### config.mk
export PLATFORM = sky130hd
export DESIGN_NAME = wb2bp_convertor
export DESIGN_NICKNAME = d
export VERILOG_FILES = /design/src/rtl/bp_me_pkg.sv /design/src/rtl/wb2bp_pkg.sv /design/src/rtl/wb2bp_sel_decode.sv /design/src/rtl/wb2bp_convertor.sv
export SDC_FILE = /design/constraint.sdc
export NUM_CORES = 1
export LEC_CHECK = 0
export BUFFER_PORTS_ARGS = -buffer_cell sky130_fd_sc_hd__buf_2
export CAP_MARGIN = 25
export CORE_AREA = 5 5 524 526
export DETAILED_ROUTE_END_ITERATION = 6
export DIE_AREA = 0 0 529 531
export GPL_TIMING_DRIVEN = 0
export HOLD_SLACK_MARGIN = 0.08
export PLACE_DENSITY = 0.3
export SKIP_LAST_GASP = 1
export SLEW_MARGIN = 20
export SYNTH_ARGS = -nofsm -noshare
export SYNTH_HDL_FRONTEND = slang
export SYNTH_SLANG_ARGS = --single-unit
### constraint.sdc
create_clock -name clk_i -period 5.5 [get_ports clk_i]
set_input_delay 0.275 -clock clk_i [delete_from_list [all_inputs] [get_ports clk_i]]
set_output_delay 0.275 -clock clk_i [all_outputs]
set_load 0.01 [all_outputs]
### src/rtl/bp_me_pkg.sv
// BlackParrot memory-message types used by the Wishbone bridge: configuration
// selector, uncached command opcodes, access sizes and the CCE memory message.
package bp_me_pkg;

    typedef enum logic [3:0] {
        e_bp_default_cfg     = 4'd0,
        e_bp_single_core_cfg = 4'd1
    } bp_params_e;

    localparam int paddr_width_gp     = 40;
    localparam int cce_block_width_gp = 512;

    typedef enum logic [3:0] {
        e_cce_mem_rd    = 4'b0000,
        e_cce_mem_wr    = 4'b0001,
        e_cce_mem_uc_rd = 4'b0010,
        e_cce_mem_uc_wr = 4'b0011,
        e_cce_mem_pre   = 4'b0100
    } bp_cce_mem_cmd_type_e;

    typedef enum logic [2:0] {
        e_mem_size_1  = 3'b000,
        e_mem_size_2  = 3'b001,
        e_mem_size_4  = 3'b010,
        e_mem_size_8  = 3'b011,
        e_mem_size_16 = 3'b100,
        e_mem_size_32 = 3'b101,
        e_mem_size_64 = 3'b110
    } bp_mem_size_e;

    typedef struct packed {
        logic [cce_block_width_gp-1:0] data;
        logic [15:0]                   payload;
        bp_mem_size_e                  size;
        logic [paddr_width_gp-1:0]     addr;
        bp_cce_mem_cmd_type_e          msg_type;
    } bp_cce_mem_msg_s;

    localparam int cce_mem_msg_width_gp = $bits(bp_cce_mem_msg_s);

endpackage

### src/rtl/wb2bp_pkg.sv
// Shared types for the Wishbone-to-BP bridge: FSM states and the byte-select
// decode result. The DRAIN state exists only when WB2BP_TIMEOUT_EN is defined.
package wb2bp_pkg;

    import bp_me_pkg::*;

    localparam int wb2bp_word_bytes_lp = 8;
    localparam int wb2bp_off_width_lp  = $clog2(wb2bp_word_bytes_lp);

    typedef enum logic [2:0] {
        e_idle,
        e_send,
        e_wait,
        e_ack,
        e_err
`ifdef WB2BP_TIMEOUT_EN
        , e_drain
`endif
    } wb2bp_state_e;

    typedef struct packed {
        logic                          legal;
        bp_mem_size_e                  size;
        logic [wb2bp_off_width_lp-1:0] off;
    } wb2bp_sel_decode_s;

endpackage

### src/rtl/wb2bp_sel_decode.sv
// Maps a Wishbone byte-select mask to a BP access size and byte offset.
// Only contiguous, naturally aligned masks are legal; all-zero is illegal.
module wb2bp_sel_decode
    import bp_me_pkg::*;
    import wb2bp_pkg::*;
(
    input  logic [wb2bp_word_bytes_lp-1:0]        sel,
    output logic [$bits(wb2bp_sel_decode_s)-1:0]  decode
);

    logic [7:0] hit1;
    logic [3:0] hit2;
    logic [1:0] hit4;
    logic       hit8;
    wb2bp_sel_decode_s result;

    genvar gi;
    generate
        for (gi = 0; gi < 8; gi++) begin : g_b1
            assign hit1[gi] = (sel == (8'h01 << gi));
        end
        for (gi = 0; gi < 4; gi++) begin : g_b2
            assign hit2[gi] = (sel == (8'h03 << (2 * gi)));
        end
        for (gi = 0; gi < 2; gi++) begin : g_b4
            assign hit4[gi] = (sel == (8'h0F << (4 * gi)));
        end
    endgenerate
    assign hit8 = (sel == 8'hFF);

    // At most one hit is set, since each pattern is a distinct mask value.
    always_comb begin
        result = '0;
        for (int i = 0; i < 8; i++) begin
            if (hit1[i]) begin
                result.legal = 1'b1;
                result.size  = e_mem_size_1;
                result.off   = 3'(i);
            end
        end
        for (int i = 0; i < 4; i++) begin
            if (hit2[i]) begin
                result.legal = 1'b1;
                result.size  = e_mem_size_2;
                result.off   = 3'(2 * i);
            end
        end
        for (int i = 0; i < 2; i++) begin
            if (hit4[i]) begin
                result.legal = 1'b1;
                result.size  = e_mem_size_4;
                result.off   = 3'(4 * i);
            end
        end
        if (hit8) begin
            result.legal = 1'b1;
            result.size  = e_mem_size_8;
            result.off   = 3'd0;
        end
    end

    assign decode = result;

endmodule

### src/rtl/wb2bp_convertor.sv
// Wishbone classic slave turning each single access into one uncached BP memory
// command. Define WB2BP_TIMEOUT_EN to add the WAIT watchdog and DRAIN state.
module wb2bp_convertor
    import bp_me_pkg::*;
    import wb2bp_pkg::*;
#(
    parameter bp_params_e bp_params_p         = e_bp_single_core_cfg,
    parameter int         timeout_cycles_p    = 1024,
    localparam int        paddr_width_p       = paddr_width_gp,
    localparam int        cce_mem_msg_width_lp = cce_mem_msg_width_gp
)(
    input  logic                            clk_i,
    input  logic                            reset_i,
    input  logic [paddr_width_p-4:0]        adr_i,
    input  logic [63:0]                     dat_i,
    output logic [63:0]                     dat_o,
    input  logic [7:0]                      sel_i,
    input  logic                            we_i,
    input  logic                            stb_i,
    input  logic                            cyc_i,
    input  logic [2:0]                      cti_i,
    input  logic [1:0]                      bte_i,
    output logic                            ack_o,
    output logic                            err_o,
    output logic [cce_mem_msg_width_lp-1:0] mem_cmd_o,
    output logic                            mem_cmd_v_o,
    input  logic                            mem_cmd_ready_i,
    input  logic [cce_mem_msg_width_lp-1:0] mem_resp_i,
    input  logic                            mem_resp_v_i,
    output logic                            mem_resp_yumi_o
);

    localparam bit unused_cfg_lp = (bp_params_p == e_bp_single_core_cfg);

    wb2bp_state_e      state_reg, state_next;
    bp_cce_mem_msg_s   cmd_reg, cmd_load, resp;
    wb2bp_sel_decode_s decode;
    logic [$bits(wb2bp_sel_decode_s)-1:0] decode_bits;
    logic [2:0]        off_reg;
    logic [63:0]       dat_reg;
    logic              ack_reg, ack_next, err_reg, err_next, accept, timeout;
    logic              unused;

    wb2bp_sel_decode sel_decode (
        .sel    (sel_i),
        .decode (decode_bits)
    );

    assign decode = decode_bits;
    assign resp   = mem_resp_i;
    assign unused = ^{cti_i, bte_i, resp.data[cce_block_width_gp-1:64], resp.payload,
                      resp.size, resp.addr, resp.msg_type, unused_cfg_lp};

`ifdef WB2BP_TIMEOUT_EN
    localparam int timer_width_lp = $clog2(timeout_cycles_p + 1);
    localparam logic [timer_width_lp-1:0] timer_last_lp = timer_width_lp'(timeout_cycles_p - 1);
    logic [timer_width_lp-1:0] timer_reg;

    // Counts WAIT cycles; restarts from zero every time WAIT is entered.
    always_ff @(posedge clk_i or posedge reset_i) begin
        if (reset_i) begin
            timer_reg <= '0;
        end else if (state_reg == e_wait) begin
            timer_reg <= timer_reg + timer_width_lp'(1);
        end else begin
            timer_reg <= '0;
        end
    end

    assign timeout = (state_reg == e_wait) && (timer_reg == timer_last_lp);
`else
    localparam int unused_timeout_lp = timeout_cycles_p;
    assign timeout = 1'b0;
`endif

    always_comb begin
        state_next       = state_reg;
        mem_cmd_v_o      = 1'b0;
        mem_resp_yumi_o  = 1'b0;
        accept           = 1'b0;
        cmd_load         = '0;
        cmd_load.addr    = {adr_i, decode.off};
        cmd_load.msg_type = we_i ? e_cce_mem_uc_wr : e_cce_mem_uc_rd;
        cmd_load.size    = decode.size;
        cmd_load.data[63:0] = dat_i >> {decode.off, 3'b000};

        case (state_reg)
            e_idle: begin
                if (cyc_i && stb_i) begin
                    if (decode.legal) begin
                        accept     = 1'b1;
                        state_next = e_send;
                    end else begin
                        state_next = e_err;
                    end
                end
            end
            e_send: begin
                mem_cmd_v_o = 1'b1;
                if (mem_cmd_ready_i) begin
                    state_next = e_wait;
                end
            end
            e_wait: begin
                mem_resp_yumi_o = mem_resp_v_i;
                if (mem_resp_v_i) begin
                    state_next = e_ack;
                end
`ifdef WB2BP_TIMEOUT_EN
                else if (timeout) begin
                    state_next = e_drain;
                end
`endif
            end
            e_ack, e_err: state_next = e_idle;
`ifdef WB2BP_TIMEOUT_EN
            e_drain: begin
                mem_resp_yumi_o = mem_resp_v_i;
                if (mem_resp_v_i) begin
                    state_next = e_idle;
                end
            end
`endif
            default: state_next = e_idle;
        endcase

        // A response arriving on the watchdog's last cycle wins over the timeout.
        ack_next = (state_next == e_ack) && cyc_i;
        err_next = ((state_next == e_err) || (timeout && !mem_resp_v_i)) && cyc_i;
    end

    always_ff @(posedge clk_i or posedge reset_i) begin
        if (reset_i) begin
            state_reg <= e_idle;
            cmd_reg   <= '0;
            off_reg   <= '0;
            dat_reg   <= '0;
            ack_reg   <= 1'b0;
            err_reg   <= 1'b0;
        end else begin
            state_reg <= state_next;
            ack_reg   <= ack_next;
            err_reg   <= err_next;
            if (accept) begin
                cmd_reg <= cmd_load;
                off_reg <= decode.off;
            end
            if ((state_reg == e_wait) && mem_resp_v_i && (cmd_reg.msg_type == e_cce_mem_uc_rd)) begin
                dat_reg <= resp.data[63:0] << {off_reg, 3'b000};
            end
        end
    end

    assign mem_cmd_o = cmd_reg;
    assign dat_o     = dat_reg;
    assign ack_o     = ack_reg;
    assign err_o     = err_reg;

endmodule

# After elaboration in Yosys (flattened, before gate mapping)
# Cells that the tools add are included.
# W data, S select, Z words.
[classes]
eq_ne = 20
n_mux = 26
reduce_logical = 6
shifts = 2
[op_table]
columns = ["operator", "n"]
rows = [
  ["$mux W7", 15],
  ["$shl A64 B6 Y64", 1],
  ["$shr A64 B6 Y64", 1],
  ["$eq A8 B8 Y1 const B", 4],
  ["$eq A8 B4 Y1 const B", 3],
  ["$eq A8 B2 Y1 const B", 2],
  ["$eq A8 B6 Y1 const B", 2],
  ["$mux W3", 4],
  ["$pmux W3 S3", 1],
  ["$eq A8 B1 Y1 const B", 1],
  ["$eq A8 B3 Y1 const B", 1],
  ["$eq A8 B5 Y1 const B", 1],
  ["$eq A8 B7 Y1 const B", 1],
  ["$eq A3 B2 Y1 const B", 2],
  ["$mux W1", 6],
  ["$logic_and A1 B1 Y1", 5],
  ["$eq A4 B2 Y1 const B", 1],
  ["$eq A3 B1 Y1 const B", 1],
  ["$eq A3 B3 Y1 const B", 1],
  ["$logic_not A3 Y1", 1],
]
[word_totals]
output_inout_bits = 643
input_bits = 696
ff_bits = 183

# Logic depth before layout (Yosys ltp)
[depth]
ltp_word = 21
depth_mapped = 10
mapped_depth_nobuf = 6

# Modules after synthesis
# Synthesis repeated with hierarchy kept, for this count alone.
[unflattened]
hier_cells = 1384
area_unflattened_um2 = 13997.2
[modules_own_cells]
columns = ["module", "n_inst", "seq_area_each_um2", "area_each_um2", "cells_per_inst"]
rows = [
  ["wb2bp_convertor", 1, 4454.3, 13744.4, 1343],
  ["wb2bp_sel_decode", 1, 0.0, 252.7, 41],
]

# Least setup slack after synthesis
# No wires, ideal clock.
[synth_timing]
kind = "in2reg"
startpoint = "in sel_i[2]"
endpoint = "reg cmd_reg (netlist bit mem_cmd_o[11])"
arrival_ns = 1.984
cell_stages = 8
slack_ns = 3.391
required_time_ns = 5.375
setup_time_ns = 0.125
path_cell_list = "buf_2 -> or4_4 -> buf_6 -> o22ai_2 -> a22o_2 -> o31ai_4 -> buf_4 -> mux2_2"
[synth_via]
elab_chain_len = 19
elab_cells_between_ends = 33
[synth_lines]
columns = ["item", "line_no", "source"]
rows = [
  ["start: declaration", "wb2bp_convertor.sv:17", "input logic [7:0] sel_i,"],
  ["$eq A8 B1 Y1", "wb2bp_sel_decode.sv:20", "assign hit1[gi] = (sel == (8'h01 << gi));"],
  ["$mux W7 (8 in series)", "wb2bp_sel_decode.sv:35", "if (hit1[i]) begin"],
  ["$mux W7 (4 in series)", "wb2bp_sel_decode.sv:42", "if (hit2[i]) begin"],
  ["$mux W7 (2 in series)", "wb2bp_sel_decode.sv:49", "if (hit4[i]) begin"],
  ["$mux W7 (*)", "wb2bp_sel_decode.sv:55", "if (hit8) begin"],
  ["$mux W1 (*)", "wb2bp_convertor.sv:90", "if (decode.legal) begin"],
  ["$mux W1 (*)", "wb2bp_convertor.sv:89", "if (cyc_i && stb_i) begin"],
  ["$mux W1 (*)", "wb2bp_convertor.sv:87", "case (state_reg)"],
  ["end signal: assignment", "wb2bp_convertor.sv:145", "cmd_reg <= cmd_load;"],
  ["end: declaration", "wb2bp_convertor.sv:36", "bp_cce_mem_msg_s cmd_reg, cmd_load, resp;"],
]
# Mark *: on every way between the ends. The rest lies on a longest branch, timed or not.
# A chain may end at the register's enable or synchronous reset.

==> results summary <==
The flow ran to the end, and the final reports show no timing, DRC or antenna violations. The placer's final routability congestion estimate is between 0.8 and 0.9. The number of clock sinks came out at approximately 180. The startpoint identified for the worst hold timing path is mem_resp_i[69]. Across the VDD grid, the largest voltage drop is approximately 0.26 mV. The critical path launch point is mem_cmd_o[4]. The y dimension of the die came out at about 530 um.

The effective utilization at floorplan came out at between 5 and 6%. The post-synthesis xor/xnor area fraction is less than 1%. The clock tree skew after final layout came out at roughly 0.029 ns. Yosys attributes the largest share of cell area to sky130_fd_sc_hd__dfrtp_1 32%, sky130_fd_sc_hd__buf_4 26%, sky130_fd_sc_hd__mux4_2 5.3%. The flip-flop and latch area came out at around 0.0044 mm2. The fmax is between 300 and 400 MHz. The actual slew at the worst max-slew pin is ~0.93 ns. The largest single stage delay on the critical path is roughly 0.74 ns. The placed cell count came out at 5891. The post-synthesis average cell area is about 9 um2. The count of filler cells inserted in the layout is roughly 32000. The finished cells cover about 0.023 mm2. The signal on the critical path passes through clkbuf_1 -> buf_1 -> clkbuf_1 -> nor2_1 -> a21oi_1 -> a21oi_1 -> mux2_2. The number of flip-flops in the largest register came out at 108. The share of post-route cells with drive strength above 1 is 42.64%. In the final timing run, aggregate negative setup slack is 0 ns.

The clock-pin slew on the worst setup and hold paths came out at ~0.080 ns. The largest net degree at the start of global routing came out at between 70 and 80. The sum of net half-perimeters after detailed placement came out at about 85 mm. The cell area after synthesis is between 0.01 and 0.015 mm2. The static leakage came out at 0.01057 uW. Of the total synthesized cell area, the portion taken by AND, OR, NAND and NOR gates is 10.74%. STA classifies the critical path startpoint as a flip-flop. In the synthesized netlist the async set-or-reset flop fraction comes to 100.0%. The share of the clock period used by the worst path came out at 58.12%. TritonCTS built the clock tree.

The worst-path cell with the longest stage delay is sky130_fd_sc_hd__buf_1. The share of the synthesized area in compound gates (AO/OA/AOI/OAI) came out at ~15%. The worst setup path is captured at a flip-flop. The placed cell area is approximately 0.022 mm2. The number of synthesized flops with an enable pin came out at 0. The detailed router finished its first iteration with 1013 violations. The max-cap check violation count came out at 0. The first-pass GRT wire length came out at around 120 mm. The data required time at the worst endpoint is between 5 and 6 ns. The sequential share of the synthesized area came out at 32.43%. The total number of vias came out at 13320.

The power share of the clock group is a little over 20%. The count of warnings emitted by yosys is 0. The remaining number of nets flagged by the antenna check after routing is 0.

The multiplexer area fraction after synthesis is 11.64%. The number of distinct standard cells referenced by the synthesized netlist came out at 59. The synthesized-area fraction occupied by adder cells is 0%. The number of global-route vias before repair is 12980. Setup slack closes at roughly 2.3 ns. The largest family of logic cells by synthesized area is buffers and inverters.

The worst register-to-register path begins at mem_cmd_o[4]. The internal power is 3604 uW. In the synthesized netlist the dominant register cell turns out to be sky130_fd_sc_hd__dfrtp_1.

After detailed routing, the number of vias per cell comes to approximately 2.2. The worst slew margin relative to its limit came out at between 30% and 40%. The final max-slew violation count came out at 0. The horizontal extent of the die came out at 529 um.

The number of endpoints failing setup at the final stage came out at 0. The total wire length is between 90 and 100 mm. Sequential cells burn between 30 and 40% of the power. The area fraction of the dominant cell type after synthesis came out at 32.43%.

The number of cell rows is ~190. The critical path in this run is classified as flip-flop to flip-flop. The count of input and output buffers is about 350. At the placement stage, the worst setup path has a slack of about 2.3 ns.

Ranked by instance count, the synthesized netlist is headed by 479 x sky130_fd_sc_hd__buf_4, 177 x sky130_fd_sc_hd__dfrtp_1, 120 x sky130_fd_sc_hd__nand2_1, 119 x sky130_fd_sc_hd__o21ai_0, 114 x sky130_fd_sc_hd__nand3_1. The proportion of total power due to net switching came out at between 40 and 50%. Summed over all nets, the switching power comes to 3008 uW.

For this run, the detailed router's first-pass iteration total came to 6. The clock tree synthesis step divided the H-tree into 4 levels. The type of the worst min-delay path is input port to flip-flop. The synthesized design spends more area on one cell type than any other, namely sky130_fd_sc_hd__dfrtp_1.

The total global routing track utilization is under 10%. The aggregate global routing overflow came out at 0. The count of nets after finishing came out at a little over 3000.

The final core utilization came out at around 8.5%. The multi-input combinational cell area came out at around 0.007 mm2. The dominant cell by count in the synthesized netlist is sky130_fd_sc_hd__buf_4.

The wire length per cell is approximately 16 um. Relative to the synthesized area, the layout overhead comes to 67.56%. The CTS buffer count came out at 17. In this run, the combinational gates consume 46.6% of the power. The final critical-path required period is about 3.2 ns. The boundary pin count is roughly 1300. The clock insertion delay at the later pin of the skew report came out at 0.53 ns.

The number of non-filler instances in the completed layout is 5993. The power density over the cells is between 200 and 300 mW/mm2. Setup repair after global routing left no endpoint under its margin. The initial antenna violation count is 73. The maximum buffer depth of the clock tree is 2. The number of gates resized after CTS was 0. The die covers around 0.28 mm2. The arrival time of data at the critical path endpoint is between 3 and 4 ns.

CTS placed an instance of sky130_fd_sc_hd__clkbuf_16 at the clock tree root. The number of hold violations in the final report came to 0. The synthesized instance count came out at approximately 1500. In this run, synthesis produced a sequential element count of about 180. The largest driver fanout on the critical path came out at 10.

After floorplanning, the core was sized to cover around 0.27 mm2. The number of remaining DRC errors is 0.
==> cell usage in the layout, fill, tap and decap left out, types with 16 or more instances in the layout <==
cell and instances:
sky130_fd_sc_hd__mux2_2 63, sky130_fd_sc_hd__o31ai_2 16, sky130_fd_sc_hd__a22oi_1 16, sky130_fd_sc_hd__dfrtp_1 177
sky130_fd_sc_hd__clkbuf_16 17, sky130_fd_sc_hd__nand2_1 120, sky130_fd_sc_hd__a21oi_1 60, sky130_fd_sc_hd__diode_2 17
sky130_fd_sc_hd__buf_2 379, sky130_fd_sc_hd__dlygate4sd3_1 52, sky130_fd_sc_hd__mux4_2 32, sky130_fd_sc_hd__nand3_1 114
sky130_fd_sc_hd__mux2i_1 16, sky130_fd_sc_hd__a22o_1 16, sky130_fd_sc_hd__a211oi_1 16, sky130_fd_sc_hd__o21ai_0 119
sky130_fd_sc_hd__a32oi_1 16, sky130_fd_sc_hd__buf_4 480, sky130_fd_sc_hd__nor2_1 35, sky130_fd_sc_hd__conb_1 467
sky130_fd_sc_hd__clkbuf_1 51
==> per-stage QoR <==
stage               power (uW)  hold slack [ns]
floorplan                 3571           0.4077
global placement          5482           0.4612
detailed placement        5492           0.3045
CTS                       6978          0.08485
global route              7183          0.09177
finish                    6612           0.1458
==> area by class of cell <==
| type | count | area share (%) |
|---|---|---|
| clock inverters | 12 | 0.4264 |
| diodes | 17 | 0.1859 |
| well taps | 3570 | 19.52 |
| multi-input cells | 1215 | 30.55 |
| plain buffers | 567 | 17.46 |
| flip-flops and latches | 177 | 19.35 |
| repair buffers | 412 | 10.44 |
| inverters | 4 | 0.09840 |
| clock buffers | 19 | 1.979 |
==> power groups by stage <==
| stage | clock network, uW | logic [uW] | registers [uW] |
|---|---|---|---|
| floorplan | 0 | 1140 | 2430 |
| global placement | 0 | 3260 | 2220 |
| detailed placement | 0 | 3260 | 2230 |
| CTS | 1460 | 3310 | 2210 |
| global route | 1490 | 3420 | 2270 |
| finish | 1340 | 3080 | 2190 |
==> worst max-delay path: cells and delay by family, from the launching register on <==
family | cells | cell delay (ns)
compound gates | 2 | 0.50
buf+inv | 3 | 1.73
flops | 1 | 0.42
mux | 1 | 0.31
simple gates | 1 | 0.12
==> final timing paths <==
check                                 to  slack [ns]  cells after the start
max                            dat_o[50]        2.30                      7
min                             dat_o[6]        0.15                      2
max reg2reg                    dat_o[50]        2.30                      7
min reg2reg                 state_reg[1]        0.48                      1
max in group asynchronous  mem_cmd_o[75]        3.98                      5
min in group asynchronous  mem_cmd_o[14]        0.29                      3
==> metal layers <==
| metal | vias to the layer above | wire length (um) | part of all wire (%) | GRT usage, % |
|---|---|---|---|---|
| met2 | 799 | 52250 | 54 | 12.55 |
| met5 | - | 119 | 0.12 | 0 |
| met4 | 18 | 2343 | 2.4 | 1.933 |
| met1 | 6225 | 34740 | 36 | 6.997 |
| li1 | 6150 | - | - | - |
| met3 | 129 | 8170 | 8.4 | 2.148 |
==> cells by family (layout without fill, tap and decap cells) <==
kind of cell    Yosys count  after routing
flops                   177            177
other cells               1            484
mux                     111            111
simple gates            317            317
compound gates          316            316
buf+inv                 571           1014
xor+xnor                  4              4
==> timing repair <==
item | CTS | global route
buffers inserted | 0 | 0
endpoints found under the hold margin | 92 | 0
hold buffers | 52 | 0
Power figures use the tool's default switching activity.
